File: src/rtl/elevator_pkg.sv
// Shared types and constants for the elevator controller and its call register.
package elevator_pkg;

  localparam int unsigned FLOOR_W = 4;

  localparam logic DIR_UP   = 1'b1;
  localparam logic DIR_DOWN = 1'b0;

  typedef enum logic [1:0] {
    ST_IDLE = 2'd0,
    ST_MOVE = 2'd1,
    ST_DOOR = 2'd2
  } state_e;

  // Down-counter width able to hold n-1, never less than one bit.
  function automatic int unsigned cnt_w(input int unsigned n);
    return (n > 1) ? $clog2(n) : 1;
  endfunction

endpackage

File: src/rtl/elevator_call_reg.sv
// Latched floor calls plus the above/below reduction against the current floor.
module elevator_call_reg
  import elevator_pkg::*;
#(
  parameter int unsigned NUM_FLOORS = 16
) (
  input  logic                  clk,
  input  logic                  reset,
  input  logic [NUM_FLOORS-1:0] call_req,
  input  logic [FLOOR_W-1:0]    cur_floor,
  input  logic                  clear_cur,
  output logic [NUM_FLOORS-1:0] pending,
  output logic                  above_c,
  output logic                  below_c
);

  logic [NUM_FLOORS-1:0] cur_mask_c;

  // The current floor's bit is forced low while its stop is being served.
  assign cur_mask_c = clear_cur ? (NUM_FLOORS'(1) << cur_floor) : '0;

  always_ff @(posedge clk) begin
    if (reset) begin
      pending <= '0;
    end else begin
      pending <= (pending | call_req) & ~cur_mask_c;
    end
  end

  always_comb begin
    above_c = 1'b0;
    below_c = 1'b0;
    for (int i = 0; i < NUM_FLOORS; i++) begin
      if (pending[i]) begin
        if (FLOOR_W'(i) > cur_floor) above_c = 1'b1;
        if (FLOOR_W'(i) < cur_floor) below_c = 1'b1;
      end
    end
  end

endmodule

File: src/rtl/elevator_controller.sv
// SCAN-policy car controller: drives an external floor counter and times the door.
module elevator_controller
  import elevator_pkg::*;
#(
  parameter int unsigned NUM_FLOORS    = 16,
  parameter int unsigned TRAVEL_CYCLES = 4,
  parameter int unsigned DOOR_CYCLES   = 8
) (
  input  logic                  clk,
  input  logic                  reset,
  input  logic [NUM_FLOORS-1:0] call_req,
  input  logic [FLOOR_W-1:0]    cur_floor,
  output logic                  cnt_enable,
  output logic                  cnt_up_down,
  output logic                  door_open,
  output logic                  moving,
  output logic [NUM_FLOORS-1:0] pending
);

  localparam int unsigned TRAV_W = cnt_w(TRAVEL_CYCLES);
  localparam int unsigned DOOR_W = cnt_w(DOOR_CYCLES);
  localparam logic [TRAV_W-1:0]  TRAV_RELOAD = TRAV_W'(TRAVEL_CYCLES - 1);
  localparam logic [DOOR_W-1:0]  DOOR_RELOAD = DOOR_W'(DOOR_CYCLES - 1);
  localparam logic [FLOOR_W-1:0] TOP_FLOOR   = FLOOR_W'(NUM_FLOORS - 1);

  state_e              state;
  logic [TRAV_W-1:0]   travel_tmr;
  logic [DOOR_W-1:0]   door_tmr;
  logic                above_c;
  logic                below_c;
  logic                here_c;
  logic                door_go_c;
  logic                ahead_c;
  logic                behind_c;

  elevator_call_reg #(
    .NUM_FLOORS (NUM_FLOORS)
  ) u_call_reg (
    .clk       (clk),
    .reset     (reset),
    .call_req  (call_req),
    .cur_floor (cur_floor),
    .clear_cur (door_go_c || (state == ST_DOOR)),
    .pending   (pending),
    .above_c   (above_c),
    .below_c   (below_c)
  );

  // A stop is only taken once the counter has settled after a step pulse.
  assign here_c    = pending[cur_floor];
  assign door_go_c = here_c && ((state == ST_IDLE) || ((state == ST_MOVE) && !cnt_enable));
  assign ahead_c   = cnt_up_down ? above_c : below_c;
  assign behind_c  = cnt_up_down ? below_c : above_c;

  always_ff @(posedge clk) begin
    if (reset) begin
      state       <= ST_IDLE;
      cnt_enable  <= 1'b0;
      cnt_up_down <= DIR_UP;
      door_open   <= 1'b0;
      moving      <= 1'b0;
      travel_tmr  <= '0;
      door_tmr    <= '0;
    end else begin
      cnt_enable <= 1'b0;
      case (state)
        ST_IDLE: begin
          if (door_go_c) begin
            state     <= ST_DOOR;
            door_open <= 1'b1;
            door_tmr  <= DOOR_RELOAD;
          end else if (above_c && (cnt_up_down || !below_c)) begin
            cnt_up_down <= DIR_UP;
            state       <= ST_MOVE;
            moving      <= 1'b1;
            travel_tmr  <= TRAV_RELOAD;
          end else if (below_c) begin
            cnt_up_down <= DIR_DOWN;
            state       <= ST_MOVE;
            moving      <= 1'b1;
            travel_tmr  <= TRAV_RELOAD;
          end
        end

        ST_MOVE: begin
          if (door_go_c) begin
            state     <= ST_DOOR;
            moving    <= 1'b0;
            door_open <= 1'b1;
            door_tmr  <= DOOR_RELOAD;
          end else if (travel_tmr == '0) begin
            // Timer expiry never coincides with a pulse, so a reversal here is glitch-free.
            if (ahead_c) begin
              cnt_enable <= 1'b1;
              travel_tmr <= TRAV_RELOAD;
            end else if (behind_c) begin
              cnt_up_down <= ~cnt_up_down;
            end else begin
              state  <= ST_IDLE;
              moving <= 1'b0;
            end
          end else begin
            travel_tmr <= travel_tmr - TRAV_W'(1);
          end
        end

        ST_DOOR: begin
          if (door_tmr == '0) begin
            state     <= ST_IDLE;
            door_open <= 1'b0;
          end else begin
            door_tmr <= door_tmr - DOOR_W'(1);
          end
        end

        default: begin
          state     <= ST_IDLE;
          moving    <= 1'b0;
          door_open <= 1'b0;
        end
      endcase
    end
  end

  // The counter must never be stepped past either end of the shaft.
  step_in_range: assert property (@(posedge clk) disable iff (reset)
    cnt_enable |-> (cnt_up_down ? (cur_floor != TOP_FLOOR) : (cur_floor != '0)));

endmodule
File: config.mk
export PLATFORM = sky130hd
export DESIGN_NAME = elevator_controller
export DESIGN_NICKNAME = d
export VERILOG_FILES = /design/src/rtl/elevator_pkg.sv /design/src/rtl/elevator_call_reg.sv /design/src/rtl/elevator_controller.sv
export SDC_FILE = /design/constraint.sdc
export NUM_CORES = 1
export LEC_CHECK = 0
export BUFFER_PORTS_ARGS = -buffer_cell sky130_fd_sc_hd__buf_2
export CELL_PAD_IN_SITES_DETAIL_PLACEMENT = 0
export CELL_PAD_IN_SITES_GLOBAL_PLACEMENT = 1
export CORE_MARGIN = 2
export CORE_UTILIZATION = 39
export DETAILED_ROUTE_END_ITERATION = 16
export HOLD_SLACK_MARGIN = 0.05
export PLACE_DENSITY_LB_ADDON = 0.08
export SLEW_MARGIN = 25
export SYNTH_ARGS = -nofsm -noshare
export SYNTH_HDL_FRONTEND = slang
export SYNTH_SLANG_ARGS = --single-unit
export TNS_END_PERCENT = 50
File: constraint.sdc
create_clock -name clk -period 2.7 [get_ports clk]
set_clock_uncertainty 0.1 [all_clocks]
set_input_delay 0.54 -clock clk [delete_from_list [all_inputs] [get_ports clk]]
set_output_delay 0.54 -clock clk [all_outputs]
set_load 0.02 [all_outputs]
After elaboration in Yosys (flattened, before gate mapping):

Cells that the tools add are included.

* order comparisons: 33
* add/sub/neg operators: 2
* mux-type cells: 108
* reduce and logical (&&, ||, !) cells: 21
* bitwise logic cells: 7
* shift-type cells: 1
* equal/unequal tests: 16

Operators by type and width (count)
* 1-bit 2-to-1 mux: 84
* 4-bit > comparator, first input constant: 8
* 4-bit less-than comparator, first input constant: 8
* 2-bit 2-to-1 mux: 14
* 16-bit bitwise AND: 1
* 3-bit by 4-bit > comparator with 1-bit output, first input constant: 4
* 3-bit by 4-bit less-than comparator with 1-bit output, first input constant: 4
* 16-bit 2-to-1 mux: 1
* 16-bit NOT: 1
* 16-bit bitwise OR: 1
* 1-bit by 4-bit left shift with 16-bit output, first input constant: 1
* 2-bit != test, second input constant: 5
* 5-bit AND reduction: 2
* 3-bit != test, second input constant: 3
* 1-bit by 4-bit > comparator with 1-bit output, first input constant: 2
* 2-bit by 4-bit > comparator with 1-bit output, first input constant: 2
* 1-bit by 4-bit less-than comparator with 1-bit output, first input constant: 2
* 2-bit by 4-bit less-than comparator with 1-bit output, first input constant: 2
* 7-bit AND reduction: 1
* 3-bit 2-to-1 mux: 2
* 2-bit by 1-bit != test with 1-bit output, second input constant: 3
* 3-bit by 2-bit != test with 1-bit output, second input constant: 2
* 2-bit one-hot mux with 3 select lines: 1
* 3-bit one-hot mux with 2 select lines: 1
* other kinds (22): 33

* bits in registers: 27
* bits of input ports: 22
* output and inout bits: 20
* logic and storage cells: 196

Depth between registers and ports, before layout:

Gate-level depths: netlist of run 1.

* depth in word-level cells: 39
* gate-level depth with buffers: 8
* mapped depth without buffers: 7

By module:

Synthesis of run 1 repeated with hierarchy kept, for this count alone.

* cell total of the unflattened synthesis: 212
* area total of the unflattened synthesis: 1710.4 um2

Modules (own cells, without submodules)
* elevator_call_reg: area an instance 932.1 um2, times used 1, sequential area each 320.3 um2, cells each 118
* elevator_controller: area an instance 778.2 um2, times used 1, sequential area each 220.2 um2, cells each 94

Worst setup path after synthesis of run 1:

No wires, ideal clock.

* path kind: input to register
* from: input port cur_floor[0]
* to: register cnt_up_down
* setup time: 0.122 ns
* arrival time: 2.334 ns
* stages: 7
* setup slack: 0.144 ns
* cell sequence: mux4_1 > mux4_2 > and2_1 > buf_6 > nor2_4 > nand4b_1 > a221o_1

* longest elaborated chain between the ends: 39
* elaborated cells between the ends (all ways): 113
* classes of those cells: order compare (32); eq/ne (5); mux (71); reduce/logical (5)

RTL lines
* start: declaration: line elevator_controller.sv:12 `input logic [FLOOR_W-1:0] cur_floor,`
* 1-bit by 4-bit less-than comparator with 1-bit output: line elevator_call_reg.sv:36 `if (FLOOR_W'(i) < cur_floor) below_c = 1'b1;`
* 1-bit 2-to-1 mux: line elevator_call_reg.sv:36
* 1-bit 2-to-1 mux: line elevator_call_reg.sv:34 `if (pending[i]) begin`
* 1-bit 2-to-1 mux: line elevator_call_reg.sv:36
* 1-bit 2-to-1 mux: line elevator_call_reg.sv:34
* 1-bit 2-to-1 mux: line elevator_call_reg.sv:36
* 1-bit 2-to-1 mux: line elevator_call_reg.sv:34
* 1-bit 2-to-1 mux: line elevator_call_reg.sv:36
* (+23 left out)
* 1-bit 2-to-1 mux: line elevator_call_reg.sv:36
* 1-bit 2-to-1 mux: line elevator_call_reg.sv:34
* 1-bit zero test: line elevator_controller.sv:72 `end else if (above_c && (cnt_up_down || !below_c)) begin`
* 1-bit logical OR: line elevator_controller.sv:72
* 1-bit logical AND: line elevator_controller.sv:72
* 1-bit 2-to-1 mux: line elevator_controller.sv:72
* 1-bit 2-to-1 mux: line elevator_controller.sv:68 `if (door_go_c) begin`
* 1-bit one-hot mux with 2 select lines: line elevator_controller.sv:66 `case (state)`
* end signal: assignment: line elevator_controller.sv:97 `cnt_up_down <= ~cnt_up_down;`
* end: declaration: line elevator_controller.sv:14 `output logic cnt_up_down,`

Parallel ways exist; a longest one is shown, timed or not. The select of a mux whose other input is x is not followed.
A chain may end at the register's enable or synchronous reset.

Worst setup path after layout of run 1:

* from: input port cur_floor[0]
* to: register travel_tmr[0]

* longest elaborated chain between the ends: 39
* elaborated cells between the ends (all ways): 111
* classes of those cells: order compare (32); eq/ne (4); mux (70); reduce/logical (5)

RTL lines
* 1-bit by 4-bit less-than comparator with 1-bit output: line elevator_call_reg.sv:36
* 1-bit 2-to-1 mux: line elevator_call_reg.sv:36
* 1-bit 2-to-1 mux: line elevator_call_reg.sv:34
* 1-bit 2-to-1 mux: line elevator_call_reg.sv:36
* 1-bit 2-to-1 mux: line elevator_call_reg.sv:34
* 1-bit 2-to-1 mux: line elevator_call_reg.sv:36
* 1-bit 2-to-1 mux: line elevator_call_reg.sv:34
* 1-bit 2-to-1 mux: line elevator_call_reg.sv:36
* (+23 left out)
* 1-bit 2-to-1 mux: line elevator_call_reg.sv:36
* 1-bit 2-to-1 mux: line elevator_call_reg.sv:34
* 1-bit zero test: line elevator_controller.sv:72
* 1-bit logical OR: line elevator_controller.sv:72
* 1-bit logical AND: line elevator_controller.sv:72
* 2-bit 2-to-1 mux: line elevator_controller.sv:72
* 2-bit 2-to-1 mux: line elevator_controller.sv:68
* 2-bit one-hot mux with 2 select lines: line elevator_controller.sv:66
* end signal: assignment: line elevator_controller.sv:103 `travel_tmr <= travel_tmr - TRAV_W'(1);`
* end: declaration: line elevator_controller.sv:27 `logic [TRAV_W-1:0] travel_tmr;`

Parallel ways exist; a longest one is shown, timed or not. The select of a mux whose other input is x is not followed.

==> results.py, run 1 <==
metrics = {
    "final_layout": {
        "drive_gt1_share_pct": 30.8,
        "n_antenna_cell": 0,
        "fill_cells": 401,
        "nNetsFinal": 276,
        "areaGrowthSynthToFinish_pct": 24.9,
    },
    "sta": {
        "relSlewSlack_pct": 50.6,
        "drv_slew": 0,
        "fin_crit_sh_pct": 94.1,
        "fmax_mhz": 393,
        "worst_pin_slew_ns": 0.739,
        "finalCriticalPeriod_ns": 2.54,
        "hold_violations": 0,
        "tns_ns": 0,
        "setup_viol": 0,
        "layout_setup_ws_ns": 0.159,
        "hold_slack_ns": 0.384,
        "rsz0062_at_grt": "no",
    },
    "routing": {
        "detail-route-antenna-nets": 0,
        "avgRoutedWirePerCell_um": 16.2,
        "vias_per_cell": 5.80,
        "postRouteWirelength_um": 4860,
        "drt_iter0_markers": 158,
        "dr.pass1.iters": 4,
        "drc": 0,
        "vias": 1741,
    },
    "yosys": {
        "synth.cell_area_um2": 1660,
        "synth.most_common_cell": "nor2_1",
        "synth_edf_count": 0,
        "synth_nets": 220,
        "synthTopCellsByCount": "32 x nor2_1, 27 x dfxtp_1, 18 x a211oi_1",
        "syn_avg_cell_area_um2": 8.51,
        "ys_ff_latch": 27,
        "yosysWarnings": 0,
        "yosys.area.top_type": "dfxtp_1",
        "synthDistinctLibCells": 51,
        "synthFlopType": "dfxtp_1",
        "yosysSeqAreaShare_pct": 32.6,
        "async_flop_share_pct": 0,
        "syn_inst": 195,
        "synth.top_cell.area_share_pct": 32.6,
        "synthTopCellsByArea": "dfxtp_1 33%, a211oi_1 8.1%, nor2_1 7.2%",
    },
    "critical_path": {
        "worst_setup_path_end_kind": "flip-flop",
        "cpPeakStageDelay_ns": 0.55,
        "crit_buf_inv": 1,
        "crit_arrival_ns": 2.63,
        "r2r-start": "u_call_reg.pending[4]",
        "cp.required_ns": 2.79,
        "path_cells": "buf_2, mux4_1, mux4_2, and2_1, nor3_2, nand3_1, a311oi_1",
        "path_class": "in -> reg",
        "worstSetupStartpointType": "input port",
        "cpMaxStageDelayCell": "mux4_1",
        "crit_start": "cur_floor[0]",
        "critPathTopFamily": "multiplexers",
        "r2r.worst_path.cells": 6,
        "path_depth": 7,
        "crit_fanout": 5,
    },
    "min_path": {
        "holdPathStages": 2,
        "hp-start": "moving",
        "hold_path_class": "reg -> reg",
    },
    "clock_network": {
        "cts_tree": "yes",
        "root_buffer": "clkbuf_8",
        "cts_htree_levels": 1,
        "cts_sinks": 27,
        "cts_made_buffers": 3,
        "post_cts_buffers": 0,
        "clock_path_buffers": 2,
        "post_cts_resize_count": 0,
        "hold_buffers": 0,
        "insertion_delay_ns": 0.27,
        "clkTransAtPathRegs_ns": 0.09,
    },
    "flow_run": {
        "maxCapViolations": 0,
    },
    "place": {
        "place.gp.congestion": 0.855,
        "pre_cts_slack_ns": -0.127,
        "dp_hpwl_um": 3810,
        "io_buffers": 41,
    },
    "global_route": {
        "grt_max_degree": 28,
        "grt_pass1_wl_um": 7980,
        "grt_pass1_vias": 1656,
        "grt_use_total_pct": 20.4,
        "overflow": 0,
        "grt_antenna_before_repair": 0,
    },
    "floorplan": {
        "core_area_um2": 4060,
        "die_h_um": 69.2,
        "start_util_pct": 40.9,
        "die_area_um2": 4790,
        "num_rows": 23,
        "die_w_um": 69.2,
        "pin_count": 42,
    },
    "power_and_ir_drop": {
        "peakVddDrop_mv": 0.338,
        "powerDensity_nw_per_um2": 556,
        "power.leakage_nw": 0.889,
    },
    "status": {
        "status": "finished, final reports clean",
    },
}
logic make-up (layout without fill, tap and decap cells):
kind of cell | Yosys count | after routing | share of synthesized area (%)
adder cells (fa/ha/maj) | 3 | 3 | 2.26
flip-flops | 27 | 27 | 32.6
buffers and inverters | 21 | 76 | 5.65
AO/OA/AOI/OAI | 60 | 60 | 26.8
AND/OR/NAND/NOR | 79 | 79 | 25.3
multiplexers | 5 | 5 | 7.46
where the power goes:
group,total (mW),internal [mW],switching [mW]
Clock,0.232,0.106,0.126
Combinational,0.419,0.182,0.238
Sequential,0.502,0.449,0.0525
Total,1.15,0.737,0.416
layout make-up:
cell class / count / area, um2 / share of cell area [%]
repair buffers: 62 / 363 / 17.5
flip-flops and latches: 27 / 541 / 26.1
clock buffers: 4 / 45.0 / 2.17
inverters: 10 / 37.5 / 1.81
multi-input cells: 147 / 1030 / 49.5
well taps: 50 / 62.6 / 3.02
worst min-delay path, delay by kind of cell, from the launching register on:
kind	cells	cell delay (ns)
AO/OA/AOI/OAI	1	0.06
buffers and inverters	1	0.05
flip-flops	1	0.32
flip-flops by register name (all words and copies together), names as in the netlist:
| signal | cells |
|---|---|
| cnt_up_down | 1 |
| door_open | 1 |
| moving | 1 |
| cnt_enable | 1 |
| state | 2 |
| door_tmr | 3 |
| u_call_reg.pending | 16 |
| travel_tmr | 2 |
path summary, 6_finish.rpt:
check / end / slack [ns]
worst max-delay path: travel_tmr[0] / 0.16
worst min-delay path: moving / 0.38
worst max register to register: travel_tmr[0] / 0.22
worst min register to register: moving / 0.38
metrics by stage:
step	power [mW]	area [um2]	utilization, %	std cells
2_1_floorplan	0.788	1660	-	195
4_1_cts	1.15	2070	51.1	300
3_5_place_dp	0.927	2030	50.0	296
6_report	1.15	2070	51.1	300
5_1_grt	1.23	2070	51.1	300
3_3_place_gp	0.918	2030	50.0	296
per-layer routing:
layer / GRT usage (%) / wire, um / vias to the layer above
li1: - / - / 853
met1: 30.2 / 2430 / 818
met2: 29.0 / 2040 / 61
met3: 4.22 / 284 / 9
met4: 7.63 / 95 / 0
met5: 0 / 0 / -
layout by cell type, fill, tap and decap left out, types with 2 or more instances in the layout:
cell type	count
inv_1	9
and2_1	2
nand2_1	9
nor4b_1	2
a311oi_1	6
nand2b_1	3
buf_4	21
nor2_1	32
a21oi_1	8
a221oi_1	2
mux4_1	3
a211oi_1	18
nor2b_1	2
clkbuf_8	3
nand3_1	5
dfxtp_1	27
and3_1	2
o31ai_1	2
ha_1	3
a21o_1	2
nor3_1	7
nand4b_1	2
nor3b_2	2
mux4_2	2
o21ai_0	9
nor3_2	2
nand4_1	2
buf_2	41
Power figures use the tool's default switching activity.
==> run 2, diff against run 1 <==
--- a/config.mk
+++ b/config.mk
@@ -15,2 +15,3 @@
 export PLACE_DENSITY_LB_ADDON = 0.08
+export SETUP_SLACK_MARGIN = 0.15
 export SLEW_MARGIN = 25
--- a/constraint.sdc
+++ b/constraint.sdc
@@ -4,2 +4,2 @@
 set_output_delay 0.54 -clock clk [all_outputs]
-set_load 0.02 [all_outputs]
+set_load 0.1 [all_outputs]
==> run 2 against run 1 <==
Clock power rose by 2%. Highest routed layer unchanged. Final cell count decreased by 1.7%. Sequential share of layout area rose by 0.92 points. Sequential power increased by 2%. Critical path depth did not move. First-iteration DRC count fell by 50%. Worst hold slack lost 0.0090 ns. Global-route usage decreased by 0.62 points. Power up 15%.
==> results.py, run 2 (synthesized netlist as in run 1, its figures left out) <==
metrics = {
    "power_and_ir_drop": {
        "p_int_mw": 0.741,
        "peakVddDrop_mv": 0.317,
        "p_clk_share_pct": 17.9,
        "total_power_mw": 1.32,
        "seq_power_share_pct": 38.6,
        "powerDensity_nw_per_um2": 637,
        "power.leakage_nw": 0.875,
        "switching_power_mw": 0.582,
        "switching_share_pct": 44.0,
        "p_comb_share_pct": 43.5,
    },
    "global_route": {
        "overflow": 0,
        "grt_use_total_pct": 19.7,
        "grt_pass1_vias": 1628,
        "grt_pass1_wl_um": 7810,
        "grt_antenna_before_repair": 0,
        "grt_max_degree": 28,
    },
    "final_layout": {
        "areaGrowthSynthToFinish_pct": 25.2,
        "instances_no_fill": 295,
        "nNetsFinal": 271,
        "top_register": "u_call_reg.pending",
        "final_common_cell": "buf_2",
        "final_cell_mix": "40 x buf_2, 32 x nor2_1, 18 x a211oi_1",
        "n_antenna_cell": 0,
        "fill_cells": 400,
        "drive_gt1_share_pct": 36.3,
        "top_regs": "u_call_reg.pending (16), door_tmr (3)",
        "largest_reg_flops": 16,
    },
    "critical_path": {
        "path_depth": 7,
        "cpMaxStageDelayCell": "mux4_1",
        "reg2reg_setup_slack_ns": 0.37,
        "path_cells": "clkbuf_4, mux4_1, mux4_2, and2_4, a21oi_4, nor3_2, a311oi_1",
        "r2r.worst_path.cells": 6,
        "critPathTopFamily": "multiplexers",
        "cpPeakStageDelay_ns": 0.55,
        "crit_fanout": 7,
        "path_class": "in -> reg",
        "worst_setup_path_end_kind": "flip-flop",
        "worstSetupStartpointType": "input port",
        "crit_arrival_ns": 2.55,
        "cp.required_ns": 2.79,
        "crit_buf_inv": 1,
    },
    "clock_network": {
        "cts_htree_levels": 1,
        "hold_buffers": 0,
        "cts_tree": "yes",
        "cts_sinks": 27,
        "cts_made_buffers": 3,
        "clock_path_buffers": 2,
        "clkTransAtPathRegs_ns": 0.09,
        "insertion_delay_ns": 0.28,
        "root_buffer": "clkbuf_8",
    },
    "routing": {
        "drt_iter0_markers": 79,
        "dr_wl_met3_um": 176,
        "top_layer": "met4",
        "vias": 1670,
        "wl_met1_um": 2040,
        "postRouteWirelength_um": 4610,
        "dr.pass1.iters": 4,
        "avgRoutedWirePerCell_um": 15.6,
        "vias_per_cell": 5.66,
        "wl_met2_um": 2310,
        "detail-route-antenna-nets": 0,
        "drc": 0,
    },
    "sta": {
        "rsz0062_at_grt": "no",
        "relSlewSlack_pct": 52.9,
        "finalCriticalPeriod_ns": 2.46,
        "layout_setup_ws_ns": 0.239,
        "hold_violations": 0,
        "drv_slew": 0,
        "fmax_mhz": 406,
        "fin_crit_sh_pct": 91.1,
        "hold_slack_ns": 0.375,
        "worst_pin_slew_ns": 0.704,
        "setup_viol": 0,
        "tns_ns": 0,
    },
    "place": {
        "placed_cells": 290,
        "dp_hpwl_um": 3540,
        "pre_cts_slack_ns": -0.0633,
        "place.gp.congestion": 0.840,
        "io_buffers": 41,
    },
    "status": {
        "status": "finished, final reports clean",
    },
    "min_path": {
        "holdPathStages": 2,
        "hold_path_class": "reg -> reg",
    },
    "flow_run": {
        "maxCapViolations": 0,
    },
    "floorplan": {
        "core_area_um2": 4060,
        "pin_count": 42,
        "die_w_um": 69.2,
        "die_area_um2": 4790,
        "num_rows": 23,
        "die_h_um": 69.2,
        "start_util_pct": 40.9,
    },
}
==> run 2: routing by layer <==
layer	GRT usage (%)	vias to the layer above
met5	0	-
met4	7.19	0
met3	2.76	7
met2	33.4	39
met1	25.6	780
li1	-	844
==> run 2: power by group through the flow <==
stage | Sequential (mW) | Combinational, mW | Clock [mW]
3_3_place_gp | 0.520 | 0.566 | 0
5_1_grt | 0.520 | 0.622 | 0.263
3_5_place_dp | 0.521 | 0.571 | 0
2_1_floorplan | 0.702 | 0.260 | 0
6_report | 0.511 | 0.576 | 0.237
4_1_cts | 0.512 | 0.573 | 0.248
==> run 2: metrics by stage <==
step | cell area (um2) | util (%)
3_5_place_dp | 2020 | 49.8
4_1_cts | 2060 | 50.9
5_1_grt | 2080 | 51.2
6_report | 2080 | 51.2
3_3_place_gp | 2020 | 49.8
2_1_floorplan | 1680 | -
==> run 2: repair_timing <==
item,CTS,global route
gates resized for setup,0,2
buffers inserted,0,1
setup endpoints to repair,0,6
==> run 2: worst paths after layout <==
| kind | from | end |
|---|---|---|
| setup reg to reg | u_call_reg.pending[9] | u_call_reg.pending[12] |
| hold / removal | moving | moving |
| setup / recovery | cur_floor[0] | u_call_reg.pending[12] |
| hold reg to reg | moving | moving |
==> run 2: area by class of cell <==
| type | instances | area (um2) | share of cell area [%] |
|---|---|---|---|
| Tap cell | 50 | 62.6 | 3.01 |
| Inverter | 10 | 37.5 | 1.81 |
| Multi-Input combinational cell | 147 | 1030 | 49.5 |
| Clock buffer | 4 | 45.0 | 2.17 |
| Timing Repair Buffer | 57 | 344 | 16.6 |
| Sequential cell | 27 | 561 | 27.0 |
==> run 2: worst reg2reg max path, cell delays in order, from the launching register on <==
cell and delay [ns]:
dfxtp_2 0.35, mux4_1 0.50, mux4_2 0.50, and2_4 0.19, a21oi_4 0.21, nor3_2 0.11
a311oi_1 0.27
==> run 3, diff against run 2 <==
==> constraint.sdc (replaced) <==
create_clock -name clk -period 2.7 [get_ports clk]
set_clock_uncertainty 0.1 [all_clocks]
set_input_delay 0.135 -clock clk [delete_from_list [all_inputs] [get_ports clk]]
set_output_delay 0.135 -clock clk [all_outputs]
set_load 0.02 [all_outputs]
==> run 3 against run 2 <==
Critical path depth shrank 1. Sequential cell count unchanged. Via count increased by 7.0%. Combinational power is 24% lower. Sequential share of layout area decreased by 1.8 points. Sequential power is 3% lower. Clock power barely moved. Routed wire length increased by 13%. Critical path type is now reg -> reg.
==> results.py, run 3 (synthesized netlist as in run 1, its figures left out) <==
metrics = {
    "status": {
        "status": "finished, final reports clean",
    },
    "place": {
        "io_buffers": 41,
        "dp_hpwl_um": 3820,
        "place.gp.congestion": 0.870,
    },
    "global_route": {
        "grt_antenna_before_repair": 0,
        "grt_max_degree": 28,
        "grt_pass1_vias": 1673,
        "overflow": 0,
        "grt_pass1_wl_um": 8350,
        "grt_use_total_pct": 21.2,
    },
    "min_path": {
        "hold_path_class": "in -> reg",
        "holdPathStages": 3,
    },
    "critical_path": {
        "crit_fanout": 9,
        "r2r.worst_path.cells": 6,
        "worst_setup_path_end_kind": "flip-flop",
        "worstSetupStartpointType": "flip-flop",
        "cp.required_ns": 2.79,
        "crit_arrival_ns": 2.52,
        "path_class": "reg -> reg",
    },
    "floorplan": {
        "core_area_um2": 4060,
        "num_rows": 23,
        "die_h_um": 69.2,
        "die_w_um": 69.2,
        "start_util_pct": 40.9,
        "pin_count": 42,
        "die_area_um2": 4790,
    },
    "routing": {
        "vias_per_cell": 5.88,
        "dr.pass1.iters": 4,
        "postRouteWirelength_um": 5220,
        "drc": 0,
        "drt_iter0_markers": 149,
        "detail-route-antenna-nets": 0,
        "vias": 1787,
        "avgRoutedWirePerCell_um": 17.2,
    },
    "power_and_ir_drop": {
        "power.leakage_nw": 0.906,
        "total_power_mw": 1.17,
        "powerDensity_nw_per_um2": 543,
        "peakVddDrop_mv": 0.315,
    },
    "clock_network": {
        "clkTransAtPathRegs_ns": 0.10,
        "cts_sinks": 27,
        "root_buffer": "clkbuf_8",
        "cts_htree_levels": 1,
        "cts_tree": "yes",
        "post_cts_buffers": 0,
        "clock_path_buffers": 2,
        "insertion_delay_ns": 0.27,
        "cts_made_buffers": 3,
    },
    "final_layout": {
        "n_antenna_cell": 0,
        "fill_cells": 399,
        "top_regs": "u_call_reg.pending (16), door_tmr (3)",
        "multi_input_area_um2": 1040,
        "nNetsFinal": 280,
        "ff_latch_area_um2": 542,
        "largest_reg_flops": 16,
        "areaGrowthSynthToFinish_pct": 29.8,
        "drive_gt1_share_pct": 28.0,
        "final_cell_mix": "41 x buf_2, 32 x nor2_1, 26 x dfxtp_1",
        "top_register": "u_call_reg.pending",
        "final_common_cell": "buf_2",
    },
    "sta": {
        "tns_ns": 0,
        "hold_violations": 0,
        "setup_viol": 0,
        "relSlewSlack_pct": 51.2,
        "finalCriticalPeriod_ns": 2.43,
        "fin_crit_sh_pct": 90.1,
        "hold_slack_ns": 0.0501,
        "drv_slew": 0,
        "worst_pin_slew_ns": 0.731,
        "fmax_mhz": 411,
        "rsz0062_at_grt": "no",
    },
    "flow_run": {
        "maxCapViolations": 0,
    },
}
## run 3: changes by cell type in the layout (fill, tap and decap cells not counted), moves of 2 or more
cell and delta:
buf_4 -2, dfxtp_1 +15, dfxtp_2 -15, dlygate4sd3_1 +13
## run 3: area by class of cell
type,instances,share of cell area (%)
Timing Repair Buffer,66,19.7
Clock buffer,4,2.09
Multi-Input combinational cell,147,48.4
Sequential cell,27,25.1
Inverter,10,1.74
Tap cell,50,2.90
## run 3: what timing repair did
action                                 in CTS  in global routing
endpoints found under the hold margin      13                  0
gates cloned                                0                  0
setup endpoints to repair                   5                 17
hold buffers                               13                  0
gates resized for setup                     1                  5
pin swaps                                   0                  1
## run 3: layer usage
layer  GRT usage (%)  up-vias  share of wire [%]
li1                -      866                  -
met1            33.1      855                 48
met2            30.8       61                 45
met3            3.05        5                6.9
met4            4.79        0               0.82
met5               0        -                  0
## run 3: worst paths after layout
check,startpoint,endpoint,slack (ns)
max,u_call_reg.pending[9],u_call_reg.pending[13],0.27
min,call_req[11],u_call_reg.pending[11],0.05
max reg2reg,u_call_reg.pending[9],u_call_reg.pending[13],0.27
min reg2reg,moving,moving,0.38
## run 3: critical path, cell delays in order (launching register included)
cell,delay [ns]
dfxtp_1,0.37
mux4_1,0.53
mux4_2,0.50
and2_4,0.23
a21oi_4,0.21
nor3b_2,0.13
a311oi_1,0.28
## run 3: metrics by stage
stage               util [%]  setup WS, ns  instance area [um2]  cells
floorplan                  -         0.298                 1660    195
detailed placement      48.4         0.163                 1960    287
global route            53.1         0.160                 2160    304
global placement        48.4         0.212                 1960    287
CTS                     52.7         0.178                 2140    304
finish                  53.1         0.266                 2160    304
## run 3: power by group
| group | internal (mW) | switching (mW) |
|---|---|---|
| clock network | 0.106 | 0.129 |
| logic | 0.188 | 0.251 |
| registers | 0.450 | 0.0473 |
| total | 0.744 | 0.428 |
